<file path="config.mk">
export PLATFORM = sky130hd
export DESIGN_NAME = rf_wb_arbiter
export DESIGN_NICKNAME = d
export VERILOG_FILES = /design/src/rtl/rf_wb_arbiter.sv
export SDC_FILE = /design/constraint.sdc
export NUM_CORES = 1
export LEC_CHECK = 0
export CORE_MARGIN = 3
export CORE_UTILIZATION = 35
export CTS_CLUSTER_SIZE = 12
export DETAILED_ROUTE_END_ITERATION = 8
export GPL_TIMING_DRIVEN = 0
export HOLD_SLACK_MARGIN = 0.06
export PLACE_DENSITY = 0.76
export SLEW_MARGIN = 20
export SYNTH_ARGS = -nofsm -noshare
export SYNTH_HDL_FRONTEND = slang
export SYNTH_SLANG_ARGS = --single-unit
</file>
<file path="constraint.sdc">
create_clock -name clk -period 0.99 [get_ports clk]
set_input_delay 0.2475 -clock clk [delete_from_list [all_inputs] [get_ports clk]]
set_output_delay 0.2475 -clock clk [all_outputs]
set_load 0.02 [all_outputs]
</file>
<file path="src/rtl/rf_wb_arbiter.sv">
// rf_wb_arbiter: writeback arbiter sharing the register file's single write
// port between requester A (ALU) and requester B (load/memory).
// Grants are combinational valid/ready; the write bundle is registered.
// Optional feature macro: RF_WB_ARB_RR_EN
//   defined   -> round-robin on a tie (grant the requester that is not last)
//   undefined -> fixed priority, A always beats B on a tie
module rf_wb_arbiter #(
  parameter int DW = 16,
  parameter int RW = 3
) (
  input  logic          clk,
  input  logic          rst,
  input  logic          a_valid,
  input  logic [RW-1:0] a_reg,
  input  logic [DW-1:0] a_data,
  output logic          a_ready,
  input  logic          b_valid,
  input  logic [RW-1:0] b_reg,
  input  logic [DW-1:0] b_data,
  output logic          b_ready,
  input  logic          hold,
  output logic          write,
  output logic [RW-1:0] writeregsel,
  output logic [DW-1:0] writedata,
  input  logic          rf_err,
  output logic          err,
  output logic          busy_a,
  output logic          busy_b
);

  typedef enum logic {
    SRC_A = 1'b0,
    SRC_B = 1'b1
  } src_t;

  src_t last;
  logic grant_a;
  logic grant_b;
  logic accept;

  // Grant decision; depends only on valids, hold, reset and the last-grant flop
  always_comb begin
    grant_a = 1'b0;
    grant_b = 1'b0;
    if (rst && !hold) begin
      if (a_valid && b_valid) begin
`ifdef RF_WB_ARB_RR_EN
        grant_a = (last == SRC_B);
        grant_b = (last == SRC_A);
`else
        grant_a = 1'b1;
`endif
      end else begin
        grant_a = a_valid;
        grant_b = b_valid;
      end
    end
  end

  assign a_ready = grant_a;
  assign b_ready = grant_b;
  assign accept  = grant_a | grant_b;

  // Last-grant flop, updated only on an accepted request
  always_ff @(posedge clk or negedge rst) begin
    if (!rst) begin
      last <= SRC_B;
    end else if (grant_a) begin
      last <= SRC_A;
    end else if (grant_b) begin
      last <= SRC_B;
    end
  end

  // Registered write bundle and source tags; payload holds while idle
  always_ff @(posedge clk or negedge rst) begin
    if (!rst) begin
      write       <= 1'b0;
      busy_a      <= 1'b0;
      busy_b      <= 1'b0;
      writeregsel <= '0;
      writedata   <= '0;
    end else begin
      write  <= accept;
      busy_a <= grant_a;
      busy_b <= grant_b;
      if (accept) begin
        writeregsel <= grant_a ? a_reg  : b_reg;
        writedata   <= grant_a ? a_data : b_data;
      end
    end
  end

  // Sticky error flag: register file fault seen during a write cycle
  always_ff @(posedge clk or negedge rst) begin
    if (!rst) begin
      err <= 1'b0;
    end else if (write && rf_err) begin
      err <= 1'b1;
    end
  end

endmodule

</file>
======== Yosys cells after proc, flatten, opt, wreduce, memory -nomap -nowiden ========
Index checks and enable logic that the tools add are counted.
storage, ports and cells
  register bits ........................... 23
  input bits .............................. 44
operators by class
  reduce and logical (&&, ||, !) cells .... 4
  mux-type cells .......................... 6
  bitwise logic cells ..................... 1
operators by type and width
  kind                count
  two-way mux 16 bit  1
  two-way mux 1 bit   4
  logical AND 1 bit   3
  two-way mux 3 bit   1
  zero test 1 bit     1
  OR 1 bit            1

======== Logic depth before layout (Yosys ltp) ========
  depth in word-level cells ............... 4
  depth in mapped cells ................... 5
  gate-level depth less buffers ........... 3

======== Least setup slack after synthesis ========
Ideal clock, no wire load.
  kind .................................... input -> output
  start ................................... in hold
  end ..................................... out b_ready
  path slack .............................. -0.445 ns
  stages on the path ...................... 3
  path buffers ............................ 1
  data arrival time ....................... 1.188 ns
  cell sequence ........................... nand2b_1 > buf_6 > nor3b_1
between the ends
  word-level cells in the longest chain between the ends .. 3
RTL lines
  item               line  text
  from (decl)        21    input logic hold,
  zero test 1 bit    45    if (rst && !hold) begin
  logical AND 1 bit  45
  two-way mux 1 bit  45
  to (decl)          20    output logic b_ready,
Every way passes these cells.

======== Worst setup path after layout ========
Same ends and word-level chain as after synthesis.

==> run_results.csv <==
group,metric,value,unit
status,status,"complete, but fails checks",
status,failed_checks,"setup timing",
synthesis,ys_seq_elements,23,
clock_network,cts.sinks,23,
critical_path,critPathKind,"primary input to primary output",
sta,max_freq,0.837,GHz
drt,drt-met1-wl,1900,um
sta,slew_headroom,0.634,
drt,met3_length,455,um
die,coreArea,3440,um^2
sta,setup_tns,-2.56,ns
worst_hold_path,hp-class,"primary input to flop",
global_routing,grt_max_degree,14,
critical_path,max_stage_delay,0.19,ns
global_routing,antenna_found_initial,0,
critical_path,crit_arrival,0.95,ns
clock_network,clk_pin_slew,0.08,ns
drt,wire_per_inst,18.0,um
placement,gp_congestion,0.719,
clock_network,cts_tree,"done",
cells_and_area,drive_above_1_share,0.495,
cells_and_area,multi_input_area,808,um^2
synthesis,synth_area,1290,um^2
pwr,power_density,1420,nW/um^2
drt,wl_met2,2350,um
sta,whs,0.315,ns
pwr,total_power,3.75,mW
critical_path,worst_path_most_repeated_cell,"buf_6",
sta,worst_pin_slew,0.547,ns
drt,drc,0,
placement,io_buffers,67,
cells_and_area,register_area,576,um^2
cells_and_area,fillers,242,
critical_path,cp_max_fo,3,
clock_network,clockBufferDepth,2,
drt,wl,4800,um
sta,finalHoldViolCount,0,
critical_path,critPathLaunchType,"primary input",
pwr,leakagePower,1.15,nW
critical_path,worst_setup_path_end_kind,"primary output",
synthesis,synth_warnings,0,
cells_and_area,finalNetCount,265,
placement,pre_cts_ws,-1.14,ns
synthesis,synth_nets,164,
clock_network,root_buffer,"clkbuf_8",
cells_and_area,area_delta_synth_final,104,%
cells_and_area,diodes,0,
die,dieArea,4470,um^2
synthesis,syn_inst,120,
pwr,peakVddDrop,0.817,mV
die,ios,69,
die,rows,21,
synthesis,seq_area_frac_synth,0.444,
drt,antenna_left,0,
clock_network,h-tree-depth,1,
drt,first_pass_iters,4,
clock_network,cts_buffers,3,
drt,via_per_inst,5.64,
synthesis,synth.avg_cell_area,10.8,um^2
flow_run,cap_violations,0,
synthesis,ys_types,13,
drt,via_count,1499,
global_routing,grt_pass1_wl,7500,um
critical_path,critPathRequiredTime,0.74,ns
global_routing,grt_overflow,0,
die,die_y,66.8,um
sta,period_minus_slack,1.19,ns
clock_network,clock_latency,0.26,ns
die,die_x,66.8,um
placement,dpl.hpwl,2870,um
drt,drt_iter0_markers,157,
critical_path,reg2reg_slack,-0.07,ns
sta,rsz0062_at_grt,"true",
critical_path,crit_slowest_cell,"nor3b_4",
sta,period_share,1.21,
global_routing,first_global_vias,1617,
sta,setup_ws,-0.205,ns
die,start_util,0.376,
critical_path,path_cells,"buf_6 > nand2b_4 > buf_8 > nor3b_4 > buf_6",
sta,slew_violations,0,
global_routing,grt_usage,0.223,
sta,final-setup-viol-count,43,
cells_and_area,final_cell_mix,"buf_6, clkdlybuf4s50_1, dfrtp_1",
drt,highest_layer,"met4",
sta,fin_skew,0.0000578,ns
cells_and_area,final_common_cell,"buf_6",
final cells by class:
class,count,area share
clock inverters,1,0.00189
flip-flops and latches,23,0.218
plain buffers,14,0.0478
well taps,46,0.0218
multi-input cells,82,0.306
inverters,1,0.00142
clock buffers,3,0.0156
repair buffers,96,0.388
state kept, by name, indices dropped and copies added (netlist names):
| register | count |
|---|---|
| busy_a | 1 |
| busy_b | 1 |
| err | 1 |
| write | 1 |
| writedata | 16 |
| writeregsel | 3 |
repair_timing:
item	in CTS	in global routing
resized for setup	192	25
hold buffers	2	0
cloned	1	0
pin swaps	9	5
setup buffers	23	3
endpoints found under the setup margin	46	44
hold endpoints to repair	23	0
Yosys cell counts, drive strengths merged:
master / number / area (um^2)
dfrtp: 23 / 576
inv: 1 / 3.75
buf: 14 / 110
nor2: 3 / 13.8
a21oi: 19 / 95.1
a21o: 1 / 7.51
nor3b: 1 / 7.51
a221o: 19 / 190
nand4b: 19 / 166
nand2b: 20 / 125
kinds of logic after synthesis:
kind of cell,count (synthesis),share of synthesized area
AO/OA/AOI/OAI,39,0.226
flip-flops,23,0.444
AND/OR/NAND/NOR,43,0.242
buffers and inverters,15,0.0879
layer usage:
metal | vias up | global-route usage
li1 | 666 | -
met4 | 0 | 0.0838
met5 | - | 0
met1 | 735 | 0.257
met2 | 86 | 0.391
met3 | 12 | 0.0590
through the flow:
step	area [um^2]	utilization	instances
final	2650	0.768	266
after global placement	2050	0.595	233
after global routing	2650	0.768	266
after detailed placement	2040	0.594	233
after floorplan	1320	-	120
after CTS	2480	0.722	263
critical path: cells and delay by family:
kind	cells	cell delay, ns
buf+inv	3	0.36
simple gates	2	0.34
worst paths after layout:
check / endpoint / from / depth (start not counted)
worst max-delay path: b_ready / hold / 5
worst min-delay path: write / b_valid / 3
worst max register to register: writedata[12] / writedata[12] / 4
worst min register to register: err / err / 1
max in group asynchronous: writedata[8] / rst / 2
min in group asynchronous: writedata[4] / rst / 2
power by group:
group	leakage [nW]	switching [mW]	internal (mW)
clock network	0.0255	0.309	0.281
registers	0.272	0.171	1.11
logic	0.850	0.751	1.13
total	1.15	1.23	2.52
(Power assumes the default switching activity.)
